[src/rtl/sigma_delta_i2s_tx.sv]
// sigma_delta_i2s_tx
// Buffers signed ADC samples in a small FIFO and serialises them as an I2S
// stream. Each frame carries one sample, duplicated into the left and right
// slots. Bits go MSB first and start one BCLK after the word-select change.
//
// Ports
//   clk          : single clock, rising edge
//   rst          : asynchronous active-low reset
//   sample_in    : signed sample, SAMPLE_BITLEN bits
//   sample_valid : one-clk write strobe for sample_in
//   i2s_bclk     : serial bit clock
//   i2s_lrclk    : word select, 0 = left slot, 1 = right slot
//   i2s_sdata    : serial data
//   fifo_level   : current FIFO occupancy
//   overflow     : one-clk pulse when a write is dropped on a full FIFO
//   underrun     : one-clk pulse when a frame starts with the FIFO empty
module sigma_delta_i2s_tx #(
    parameter int SAMPLE_BITLEN = 16,
    parameter int SLOT_BITS     = 32,
    parameter int BCLK_DIV      = 2,
    parameter int FIFO_DEPTH    = 4
) (
    input  logic                             clk,
    input  logic                             rst,
    input  logic [SAMPLE_BITLEN-1:0]         sample_in,
    input  logic                             sample_valid,
    output logic                             i2s_bclk,
    output logic                             i2s_lrclk,
    output logic                             i2s_sdata,
    output logic [$clog2(FIFO_DEPTH+1)-1:0]  fifo_level,
    output logic                             overflow,
    output logic                             underrun
);

    localparam int LW = $clog2(FIFO_DEPTH + 1);
    localparam int AW = $clog2(FIFO_DEPTH);
    localparam int NW = $clog2(2 * SLOT_BITS);
    localparam int DW = (BCLK_DIV > 1) ? $clog2(BCLK_DIV) : 1;

    localparam logic [NW-1:0] N_LAST   = NW'(2 * SLOT_BITS - 1);
    localparam logic [NW-1:0] N_SLOT   = NW'(SLOT_BITS);
    localparam logic [NW-1:0] N_SAMPLE = NW'(SAMPLE_BITLEN);
    localparam logic [NW-1:0] N_ZERO   = NW'(0);
    localparam logic [NW-1:0] N_ONE    = NW'(1);
    localparam logic [DW-1:0] DIV_LAST = DW'(BCLK_DIV - 1);
    localparam logic [DW-1:0] DIV_ZERO = DW'(0);
    localparam logic [DW-1:0] DIV_ONE  = DW'(1);
    localparam logic [LW-1:0] LVL_ZERO = LW'(0);
    localparam logic [LW-1:0] LVL_ONE  = LW'(1);
    localparam logic [LW-1:0] LVL_FULL = LW'(FIFO_DEPTH);
    localparam logic [AW-1:0] PTR_ONE  = AW'(1);

    typedef enum logic [0:0] {
        IDLE = 1'b0,
        RUN  = 1'b1
    } state_t;

    state_t                    state_r;
    logic [DW-1:0]             div_r;
    logic [NW-1:0]             n_r;
    logic                      bclk_r;
    logic                      lrclk_r;
    logic                      sdata_r;
    logic                      overflow_r;
    logic                      underrun_r;
    logic [SAMPLE_BITLEN-1:0]  frame_r;
    logic [SAMPLE_BITLEN-1:0]  mem_r [FIFO_DEPTH];
    logic [AW-1:0]             wr_ptr_r;
    logic [AW-1:0]             rd_ptr_r;
    logic [LW-1:0]             level_r;

    logic                      tick_s;
    logic                      fall_s;
    logic [NW-1:0]             n_inc_s;
    logic                      frame_start_s;
    logic                      pop_s;
    logic                      push_s;
    logic                      drop_s;
    logic [SAMPLE_BITLEN-1:0]  frame_s;
    logic [NW-1:0]             slot_pos_s;
    logic [SAMPLE_BITLEN-1:0]  shifted_s;
    logic                      sdata_s;

    // Next-cycle control: bit clock ticks, frame boundaries, FIFO handshakes and the next data bit.
    always_comb begin
        tick_s        = 1'b0;
        fall_s        = 1'b0;
        n_inc_s       = N_ZERO;
        frame_start_s = 1'b0;
        pop_s         = 1'b0;
        push_s        = 1'b0;
        drop_s        = 1'b0;
        frame_s       = frame_r;
        slot_pos_s    = N_ZERO;
        shifted_s     = frame_r;
        sdata_s       = 1'b0;

        tick_s = (state_r == RUN) && (div_r == DIV_LAST);
        fall_s = tick_s && bclk_r;

        if (n_r == N_LAST) begin
            n_inc_s = N_ZERO;
        end else begin
            n_inc_s = n_r + N_ONE;
        end

        // A frame starts either on leaving IDLE or when n wraps back to 0.
        if (state_r == IDLE) begin
            frame_start_s = (level_r != LVL_ZERO);
        end else begin
            frame_start_s = fall_s && (n_inc_s == N_ZERO);
        end

        pop_s  = frame_start_s && (level_r != LVL_ZERO);
        // A same-cycle pop frees a slot, so a write to a full FIFO still lands.
        push_s = sample_valid && ((level_r != LVL_FULL) || pop_s);
        drop_s = sample_valid && (level_r == LVL_FULL) && !pop_s;

        if (pop_s) begin
            frame_s = mem_r[rd_ptr_r];
        end else begin
            frame_s = frame_r;
        end

        if (n_inc_s >= N_SLOT) begin
            slot_pos_s = n_inc_s - N_SLOT;
        end else begin
            slot_pos_s = n_inc_s;
        end

        // Slot position p selects frame bit SAMPLE_BITLEN-p: shift it up to the MSB.
        if ((slot_pos_s != N_ZERO) && (slot_pos_s <= N_SAMPLE)) begin
            shifted_s = frame_s << (slot_pos_s - N_ONE);
            sdata_s   = shifted_s[SAMPLE_BITLEN-1];
        end else begin
            shifted_s = frame_s;
            sdata_s   = 1'b0;
        end
    end

    // Serialiser state machine: owns the bit clock, bit counter, frame register and serial outputs.
    always_ff @(posedge clk or negedge rst) begin
        if (!rst) begin
            state_r    <= IDLE;
            div_r      <= DIV_ZERO;
            n_r        <= N_ZERO;
            bclk_r     <= 1'b0;
            lrclk_r    <= 1'b0;
            sdata_r    <= 1'b0;
            frame_r    <= '0;
            overflow_r <= 1'b0;
            underrun_r <= 1'b0;
        end else begin
            overflow_r <= drop_s;
            underrun_r <= frame_start_s && (level_r == LVL_ZERO);
            if (pop_s) begin
                frame_r <= frame_s;
            end
            case (state_r)
                IDLE: begin
                    div_r   <= DIV_ZERO;
                    n_r     <= N_ZERO;
                    bclk_r  <= 1'b0;
                    lrclk_r <= 1'b0;
                    sdata_r <= 1'b0;
                    if (frame_start_s) begin
                        state_r <= RUN;
                    end
                end
                RUN: begin
                    if (tick_s) begin
                        div_r  <= DIV_ZERO;
                        bclk_r <= ~bclk_r;
                    end else begin
                        div_r  <= div_r + DIV_ONE;
                    end
                    // lrclk and sdata only move on the bclk falling edge.
                    if (fall_s) begin
                        n_r     <= n_inc_s;
                        lrclk_r <= (n_inc_s >= N_SLOT);
                        sdata_r <= sdata_s;
                    end
                end
                default: begin
                    state_r <= IDLE;
                    div_r   <= DIV_ZERO;
                    n_r     <= N_ZERO;
                    bclk_r  <= 1'b0;
                    lrclk_r <= 1'b0;
                    sdata_r <= 1'b0;
                end
            endcase
        end
    end

    // Sample FIFO storage, pointers and occupancy.
    always_ff @(posedge clk or negedge rst) begin
        if (!rst) begin
            wr_ptr_r <= '0;
            rd_ptr_r <= '0;
            level_r  <= LVL_ZERO;
            for (int i = 0; i < FIFO_DEPTH; i++) begin
                mem_r[i] <= '0;
            end
        end else begin
            if (push_s) begin
                mem_r[wr_ptr_r] <= sample_in;
                wr_ptr_r        <= wr_ptr_r + PTR_ONE;
            end
            if (pop_s) begin
                rd_ptr_r <= rd_ptr_r + PTR_ONE;
            end
            case ({push_s, pop_s})
                2'b10:   level_r <= level_r + LVL_ONE;
                2'b01:   level_r <= level_r - LVL_ONE;
                default: level_r <= level_r;
            endcase
        end
    end

    assign i2s_bclk   = bclk_r;
    assign i2s_lrclk  = lrclk_r;
    assign i2s_sdata  = sdata_r;
    assign fifo_level = level_r;
    assign overflow   = overflow_r;
    assign underrun   = underrun_r;

endmodule

[config.mk]
export PLATFORM = sky130hd
export DESIGN_NAME = sigma_delta_i2s_tx
export DESIGN_NICKNAME = d
export VERILOG_FILES = /design/src/rtl/sigma_delta_i2s_tx.sv
export SDC_FILE = /design/constraint.sdc
export NUM_CORES = 1
export LEC_CHECK = 0
export BUFFER_PORTS_ARGS = -buffer_cell sky130_fd_sc_hd__buf_2
export CORE_UTILIZATION = 50
export CTS_CLUSTER_SIZE = 20
export DETAILED_ROUTE_END_ITERATION = 16
export GPL_ROUTABILITY_DRIVEN = 0
export PLACE_DENSITY = 0.67
export SYNTH_ARGS = -nofsm -noshare
export SYNTH_HDL_FRONTEND = slang
export SYNTH_SLANG_ARGS = --single-unit
[constraint.sdc]
create_clock -name clk -period 3.8 [get_ports clk]
set_input_delay 0.19 -clock clk [delete_from_list [all_inputs] [get_ports clk]]
set_output_delay 0.19 -clock clk [all_outputs]
set_load 0.1 [all_outputs]
==> results of run 1 <==
-- path summary, 6_finish.rpt --
check                                             from                         to  slack [ps]  cells past startpoint
worst max-delay path                n_r[0]$_DFFE_PN0P_  fifo_level[2]$_DFFE_PN0P_         500                     12
max in group asynchronous                          rst    frame_r[14]$_DFFE_PN0N_        2930                      2
worst max register to register      n_r[0]$_DFFE_PN0P_  fifo_level[2]$_DFFE_PN0P_         500                     12
worst min register to register  frame_r[1]$_DFFE_PN0N_     frame_r[1]$_DFFE_PN0N_         480                      2
worst min-delay path                               rst       i2s_bclk$_DFFE_PN0P_         -50                      1
min in group clk                         sample_in[15]      mem_r[63]$_DFFE_PN0P_         100                      2
-- worst register-to-register path: cells and delay by family (launching register included) --
family                     cells  cell delay [ps]
buffers and inverters          2              290
xor gates and xnor gates       2              300
adders and majority gates      3              930
AOI/OAI and AO/OA              2              580
DFF                            1              620
and+or+nand+nor                3              530
-- registers in the layout, indices dropped and copies added, names as in the netlist --
signal and flops:
mem_r 64, frame_r 16, n_r 6, fifo_level 3, rd_ptr_r 2, wr_ptr_r 2
div_r 1, i2s_bclk 1, i2s_lrclk 1, i2s_sdata 1, overflow 1, state_r 1
underrun 1
-- layout by cell type (no fill, tap or decap), types with 7 or more instances in the layout --
cell type | Yosys | layout
o21ai_0 | 9 | 9
mux2_2 | 25 | 25
nor2_1 | 12 | 12
dfrtp_1 | 100 | 100
mux4_2 | 18 | 18
clkbuf_8 | 0 | 9
xnor2_1 | 7 | 7
inv_1 | 12 | 12
buf_2 | 6 | 25
nand2_1 | 53 | 53
a21oi_1 | 8 | 8
mux2_4 | 40 | 40
ha_1 | 7 | 7
-- final cells by class --
type	instances	area share
Tap cell	133	0.03032
Clock buffer	10	0.02325
Inverter	13	0.009346
Timing Repair Buffer	29	0.02827
Sequential cell	100	0.4559
Multi-Input combinational cell	251	0.4358
Clock inverter	6	0.01710
-- through the flow --
| stage | hold WS, ps | power, mW | instances | utilization | cell area (sq um) |
|---|---|---|---|---|---|
| finish | -54.92 | 4.680 | 542 | 0.5590 | 5489 |
| global route | 51.21 | 4.969 | 542 | 0.5590 | 5489 |
| detailed placement | 414.6 | 3.958 | 526 | 0.5364 | 5268 |
| CTS | 9.085 | 4.721 | 542 | 0.5590 | 5489 |
| floorplan | -105.6 | 3.543 | 385 | - | 5081 |
| global placement | 407.0 | 3.882 | 526 | 0.5364 | 5268 |
-- power by group through the flow --
stage	Combinational, mW	Clock, mW	Sequential (mW)
floorplan	1.59	0	1.96
CTS	2.08	0.774	1.87
global route	2.22	0.814	1.93
global placement	2.02	0	1.86
finish	2.05	0.755	1.88
detailed placement	2.07	0	1.89
-- cell usage after synthesis (all sizes together), types with 2 or more instances --
cell type | instances | area, sq um
a211o | 2 | 17.52
a211oi | 2 | 15.01
a21o | 3 | 22.52
a21oi | 8 | 40.04
a311oi | 2 | 17.52
a31o | 3 | 26.28
a31oi | 6 | 58.80
a41oi | 4 | 42.55
and2 | 4 | 25.02
and3 | 3 | 18.77
buf | 14 | 108.9
clkbuf | 7 | 26.28
dfrtp | 100 | 2502
ha | 7 | 87.58
inv | 13 | 51.30
mux2 | 65 | 882.1
mux2i | 3 | 30.03
mux4 | 19 | 431.7
nand2 | 58 | 255.2
nand3 | 6 | 30.03
nand3b | 3 | 22.52
nand4 | 2 | 12.51
nor2 | 12 | 45.04
nor3 | 3 | 15.01
o2111ai | 2 | 17.52
o21a | 2 | 15.01
o21ai | 9 | 45.04
or3 | 3 | 18.77
xnor2 | 7 | 61.31
xor2 | 2 | 17.52
-- kinds of logic after synthesis --
family,after synthesis,share of synthesized area
xor gates and xnor gates,9,0.01551
buffers and inverters,34,0.03669
muxes,87,0.2645
AOI/OAI and AO/OA,51,0.07806
and+or+nand+nor,96,0.09160
adders and majority gates,8,0.02118
DFF,100,0.4925
-- per-layer routing --
metal	track usage	up-vias	wire [microns]
met5	0	-	0
met4	0.06284	0	94
met3	0.02983	10	270
met2	0.3333	54	4664
met1	0.2893	1581	4515
li1	-	1423	-
==> qor.txt, run 1 <==
outcome: finished, violations left
failing checks: hold timing
critical path required time: 4100 ps
largest net degree at the start of global routing: 79
CP Data Arrival Time: 3600 ps
area of the multi-input gates: 2392 sq um
total I/O pin count: 27
syn_area_per_cell: 13.20 sq um
Logic pwr share: 0.438
Netlist Area Pre-Place: 5081 sq um
Post-synth EDFFs: 0
max_cap viols: 0
nets: 431
layout cells sized above 1: 0.3447
total CTS buffers: 9
sequential fraction of design power: 0.401
drt total wl: 9.545 mm
Core ar.: 9819 sq um
Worst Setup Slack, final: 501.4 ps
clock power share: 0.161
CP delay by family, top: adder cells
initial antenna violation count: 0
worst vdd ir: 0.0003481 V
cts hold-fix bufs: 0
Area growth syn-to-layout: 8.027%
Die H: 102.8 microns
antenna diode count: 0
min Tclk post-route: 3299 ps
die area: 10570 sq um
Synth Warn #: 0
Initial Utilization: 0.5175
pwr dens: 852.6 nW/um^2
routed len/inst: 17.61 microns
CTS HTree Levels: 3
final period utilization: 0.8680
switching part of the total: 0.3723
Synth Register Bits: 100
Die X: 102.8 microns
RSZ-0062 raised after global routing: false
Pleak: 2.612 nW
Clock Path Buffers: 2
max-slew violation count: 0
clock sink count: 100
Post-CTS Resized: 0
WP buf/inv: 2
skew final: 13.30 ps
critical path class: reg2reg
register area share after synthesis: 0.4925
Worst Hold Class: in2async
Residual DRC: 0
Rows: 36
setup slack after placement: 526.0 ps
CP Launch Type: flop
first-pass iteration count of the detailed router: 4
Int Pwr: 2.938 mW
post-DP HPWL: 6.396 mm
WHS: -54.92 ps
worst-path cell chain: ha_1, and2_1, a31o_2, a41o_4, nand2_4, inv_4, ha_1, inv_1, fa_1, xor2_1, nor2_1, xor2_1
CP Max Fanout: 22
gr ovfl total: 0
DR vias: 3068
Via density: 5.661
final setup fails: 0
max incr delay on CP: 620 ps
setup TNS: 0 ps
NetSw: 1.742 mW
Hold Vio Cnt, Final: 19
Clock Pin Slew Worst Setup and Hold Paths: 100 ps
IO Port Bufs: 26
CP max-delay cell: dfrtp_1
clk_lat worst skew: 360 ps
Max Freq: 0.3032 GHz
Setup Buffers After CTS: 0
Synth Flop Type: dfrtp_1
FF+latch area: 2502 sq um
first-pass GRT wire length: 16.35 mm
Critical Path Sink Type: flop
total track usage: 0.2055
Root Buffer Master: clkbuf_8
Yosys cell types: 52
Iteration-0 DRC Markers: 176
slew margin rel.: 0.3477
Cells after Synth: 385
CTS tree: built
Slew @ Worst Pin: 978.5 ps
Final ANT Viol Nets: 0
Async SR Flop Fraction: 1.000
syn nets: 412
Fill cells: 864
vias in the first global route: 3254
Power figures use the tool's default switching activity.
==> inputs of run 2 (changes only) <==
--- a/config.mk
+++ b/config.mk
@@ -7,10 +7,11 @@
 export LEC_CHECK = 0
 export BUFFER_PORTS_ARGS = -buffer_cell sky130_fd_sc_hd__buf_2
 export CORE_UTILIZATION = 50
+export CTS_BUF_LIST = sky130_fd_sc_hd__clkbuf_2 sky130_fd_sc_hd__clkbuf_4 sky130_fd_sc_hd__clkbuf_8
 export CTS_CLUSTER_SIZE = 20
 export DETAILED_ROUTE_END_ITERATION = 16
 export GPL_ROUTABILITY_DRIVEN = 0
-export PLACE_DENSITY = 0.67
+export PLACE_DENSITY = 0.66
 export SYNTH_ARGS = -nofsm -noshare
 export SYNTH_HDL_FRONTEND = slang
 export SYNTH_SLANG_ARGS = --single-unit
==> run 2 against run 1 <==
The run still ends with hold timing left. Critical endpoint unchanged. Combinational power about the same. First-iteration DRC count increased by 8.5%. Die area unchanged. Highest routed layer unchanged. Worst setup slack got worse by 23 ps. Non-clock buffer count unchanged. Sequential power about the same. Maximum frequency decreased by 0.69%.
==> qor.txt, run 2 (same netlist as run 1, synthesis figures left out) <==
R2R Setup Slk: 480 ps
WHS: -13.08 ps
Worst Setup Slack, final: 478.5 ps
slew margin rel.: 0.3114
largest net degree at the start of global routing: 84
CP Launch Type: flop
DR vias: 3052
commonest non-fill, non-tap cell in the layout: dfrtp_1
first-pass iteration count of the detailed router: 4
total I/O pin count: 27
vias in the first global route: 3144
final setup fails: 0
Clock Pin Slew Worst Setup and Hold Paths: 90 ps
Core ar.: 9819 sq um
final period utilization: 0.8741
skew final: 13.00 ps
max_cap viols: 0
clock sink count: 100
critical path required time: 4100 ps
critical path class: reg2reg
CTS HTree Levels: 3
placed inst area: 5268 sq um
Setup Buffers After CTS: 0
Via density: 5.631
biggest regs: mem_r (64), frame_r (16), n_r (6)
Final Instance Area: 5449 sq um
Max Freq: 0.3011 GHz
layout cells sized above 1: 0.3472
Biggest register: mem_r
Die X: 102.8 microns
RSZ-0062 raised after global routing: false
cts hold-fix bufs: 0
Pleak: 2.593 nW
commonest non-fill, non-tap cells in the layout: 100 x dfrtp_1, 53 x nand2_1, 40 x mux2_4
r2r worst-path depth: 12
routed len/inst: 17.99 microns
Slew @ Worst Pin: 1033 ps
pwr dens: 840.5 nW/um^2
Die H: 102.8 microns
initial antenna violation count: 0
CP Max Fanout: 22
RR Endpoint: fifo_level[2]$_DFFE_PN0P_
r2r startpoint: n_r[0]$_DFFE_PN0P_
total track usage: 0.2066
die area: 10570 sq um
Critical Path Sink Type: flop
failing checks: hold timing
Root Buffer Master: clkbuf_8
Post-CTS Resized: 0
fin util: 0.5549
setup slack after placement: 493.3 ps
setup TNS: 0 ps
clk_lat worst skew: 370 ps
IO Port Bufs: 26
antenna diode count: 0
nets: 431
Fill cells: 859
Final ANT Viol Nets: 0
CP Data Arrival Time: 3620 ps
drt total wl: 9.750 mm
Initial Utilization: 0.5175
max-slew violation count: 0
Iteration-0 DRC Markers: 191
Residual DRC: 0
post-DP HPWL: 6.475 mm
Rows: 36
min Tclk post-route: 3321 ps
total CTS buffers: 9
worst vdd ir: 0.0003925 V
outcome: finished, violations left
CTS tree: built
gr ovfl total: 0
Worst Hold Class: in2async
Area growth syn-to-layout: 7.240%
first-pass GRT wire length: 16.33 mm
Clock Path Buffers: 2
Largest register FFs: 64
Hold Vio Cnt, Final: 12
[run 2: per-stage QoR]
step | total power [mW] | cells
after CTS | 4.613 | 542
after detailed placement | 3.963 | 526
after global routing | 4.862 | 542
after global placement | 3.896 | 526
after floorplan | 3.543 | 385
final | 4.580 | 542
[run 2: how the worst max path moves through the flow]
stage | depth (start not counted) | start | endpoint | slack [ps]
after CTS | 12 | n_r[0]$_DFFE_PN0P_ | fifo_level[2]$_DFFE_PN0P_ | 480
after global routing | 12 | n_r[0]$_DFFE_PN0P_ | fifo_level[2]$_DFFE_PN0P_ | 210
after detailed placement | 12 | n_r[0]$_DFFE_PN0P_ | fifo_level[2]$_DFFE_PN0P_ | 490
final | 12 | n_r[0]$_DFFE_PN0P_ | fifo_level[2]$_DFFE_PN0P_ | 480
after floorplan | 13 | i2s_bclk$_DFFE_PN0P_ | fifo_level[2]$_DFFE_PN0P_ | 520
after global placement | 12 | n_r[0]$_DFFE_PN0P_ | fifo_level[2]$_DFFE_PN0P_ | 620
[run 2: power breakdown]
group | internal [mW] | switching, mW
sequential | 1.52 | 0.370
combinational | 1.04 | 1.02
clock | 0.247 | 0.386
[run 2: final cells by class]
class / instances / area (sq um) / share of cell area
multi-input cells: 251 / 2392 / 0.4390
well taps: 133 / 166.4 / 0.03054
repair buffers: 29 / 155.1 / 0.02847
flip-flops and latches: 100 / 2502 / 0.4592
clock buffers: 9 / 123.9 / 0.02273
clock inverters: 7 / 57.56 / 0.01056
inverters: 13 / 51.30 / 0.009414
[run 2: metal layers]
metal | vias up | track usage | wire length (microns)
met2 | 40 | 0.3272 | 4673
met4 | 0 | 0.06067 | 98
met3 | 9 | 0.04542 | 252
li1 | 1425 | - | -
met1 | 1578 | 0.2878 | 4725
met5 | - | 0 | 0
[run 2: critical path, stage by stage, from the launching register on]
cell and delay, ps:
dfrtp_1 620, ha_1 340, and2_1 280, a32o_2 290, a41o_4 280, nand2_4 140, inv_4 230, ha_1 220
inv_1 60, fa_1 370, xor2_1 150, nor2_1 120, xor2_1 150
==> inputs of run 3 (changes only) <==
==> constraint.sdc (replaced) <==
create_clock -name clk -period 3.5 [get_ports clk]
set_input_delay 0.175 -clock clk [delete_from_list [all_inputs] [get_ports clk]]
set_output_delay 0.175 -clock clk [all_outputs]
set_load 0.1 [all_outputs]
==> run 3 against run 2 <==
The flow now finishes without violations. Clock power increased by 12%. Sequential power increased by 6%. Final area increased by 0.92%. Power increased by 9.3%. First-iteration DRC count decreased by 36%. Combinational power increased by 11%. Cell count increased by 1.1%. Register-to-register slack got worse by 180 ps. Critical endpoint unchanged. Non-clock buffer count increased by 6. Highest routed layer unchanged. Sequential share of layout area decreased by 0.42 points. Clock skew decreased by 5.1 ps. Critical path type unchanged. Worst hold slack improved by 91 ps.
==> qor.txt, run 3 (same netlist as run 1, synthesis figures left out) <==
CP Max Fanout: 22
Setup Buffers After CTS: 0
CP delay by family, top: adder cells
CP Launch Type: flop
commonest non-fill, non-tap cell in the layout: dfrtp_1
Area growth syn-to-layout: 8.225%
Residual DRC: 0
CP Data Arrival Time: 3490 ps
Worst Hold Class: in2reg
Biggest register: mem_r
drt total wl: 9.780 mm
pwr dens: 910.6 nW/um^2
max-slew violation count: 0
skew final: 7.883 ps
nets: 437
Slew @ Worst Pin: 669.1 ps
Hold Vio Cnt, Final: 0
Critical Path Sink Type: flop
Post-CTS Resized: 0
RSZ-0062 raised after global routing: false
min Tclk post-route: 3200 ps
outcome: completed
Initial Utilization: 0.5175
worst vdd ir: 0.0003652 V
Die H: 102.8 microns
total I/O pin count: 27
Root Buffer Master: clkbuf_8
vias in the first global route: 3229
CTS HTree Levels: 3
DR vias: 3058
Pleak: 2.628 nW
critical path required time: 3790 ps
total CTS buffers: 9
IO Port Bufs: 26
Clock Path Buffers: 2
Largest register FFs: 64
slew margin rel.: 0.5540
Clock Pin Slew Worst Setup and Hold Paths: 100 ps
critical path class: reg2reg
WP buf/inv: 2
Iteration-0 DRC Markers: 122
final period utilization: 0.9143
clk_lat worst skew: 370 ps
Die X: 102.8 microns
Final ANT Viol Nets: 0
biggest regs: mem_r (64), frame_r (16), n_r (6)
antenna diode count: 0
clock sink count: 100
die area: 10570 sq um
worst-path cell chain: ha_1, and2_1, a31o_2, a41o_4, nand2_4, inv_4, ha_1, inv_1, fa_1, xor2_1, nor2_1, xor2_1
Rows: 36
total track usage: 0.2050
initial antenna violation count: 0
CTS tree: built
gr ovfl total: 0
max incr delay on CP: 500 ps
Core ar.: 9819 sq um
max_cap viols: 0
CP max-delay cell: dfrtp_1
commonest non-fill, non-tap cells in the layout: 100 x dfrtp_1, 53 x nand2_1, 40 x mux2_4
first-pass GRT wire length: 16.33 mm
routed len/inst: 17.85 microns
setup TNS: 0 ps
final setup fails: 0
placed inst area: 5305 sq um
Final Instance Area: 5499 sq um
layout cells sized above 1: 0.3542
post-DP HPWL: 6.684 mm
Via density: 5.580
WHS: 77.67 ps
first-pass iteration count of the detailed router: 5
Max Freq: 0.3125 GHz
largest net degree at the start of global routing: 47
-- run 3: layout make-up --
class / count / area [sq um]
clock buffer: 10 / 137.6
clock inverter: 6 / 46.29
fill: 848 / 4320
inverter: 13 / 51.30
multi-input combinational: 251 / 2392
sequential: 100 / 2502
tap: 133 / 166.4
timing repair buffer: 35 / 202.7
-- run 3: worst register-to-register path, cell delays in order, from the launching register on --
cell	delay, ps
dfrtp_1	500
ha_1	320
and2_1	290
a31o_2	300
a41o_4	280
nand2_4	140
inv_4	230
ha_1	230
inv_1	70
fa_1	370
xor2_1	150
nor2_1	110
xor2_1	140
-- run 3: layer usage --
| layer | GRT usage | routed length, microns |
|---|---|---|
| met5 | 0 | 0 |
| met4 | 0.07151 | 142 |
| met1 | 0.2762 | 4633 |
| met3 | 0.03729 | 294 |
| met2 | 0.3359 | 4710 |
-- run 3: final timing paths --
kind                                    startpoint                         to  slack [ps]  cells after the start
max in group asynchronous                      rst      mem_r[41]$_DFFE_PN0P_        2360                      3
min in group asynchronous                      rst         overflow$_DFF_PN0_         350                      2
max reg2reg                     n_r[0]$_DFFE_PN0P_  fifo_level[2]$_DFFE_PN0P_         300                     12
max                             n_r[0]$_DFFE_PN0P_  fifo_level[2]$_DFFE_PN0P_         300                     12
min                                  sample_in[15]      mem_r[15]$_DFFE_PN0P_          80                      2
min reg2reg                frame_r[15]$_DFFE_PN0N_    frame_r[15]$_DFFE_PN0N_         480                      2
-- run 3: timing repair --
action,4_1_cts,5_1_grt
endpoints found under the hold margin,44,0
setup endpoints to repair,0,0
hold buffers,1,0
-- run 3: power breakdown --
| group | internal, mW | switching, mW |
|---|---|---|
| registers | 1.65 | 0.363 |
| clock network | 0.285 | 0.421 |
| logic | 1.15 | 1.14 |
| total | 3.09 | 1.92 |
-- run 3: through the flow --
stage	setup WS (ps)	util	total power [mW]	std cells
floorplan	217.5	-	3.846	385
global placement	479.8	0.5403	4.249	531
CTS	355.5	0.5600	5.039	548
finish	300.1	0.5600	5.007	548
global route	81.15	0.5600	5.308	548
detailed placement	376.9	0.5403	4.326	531
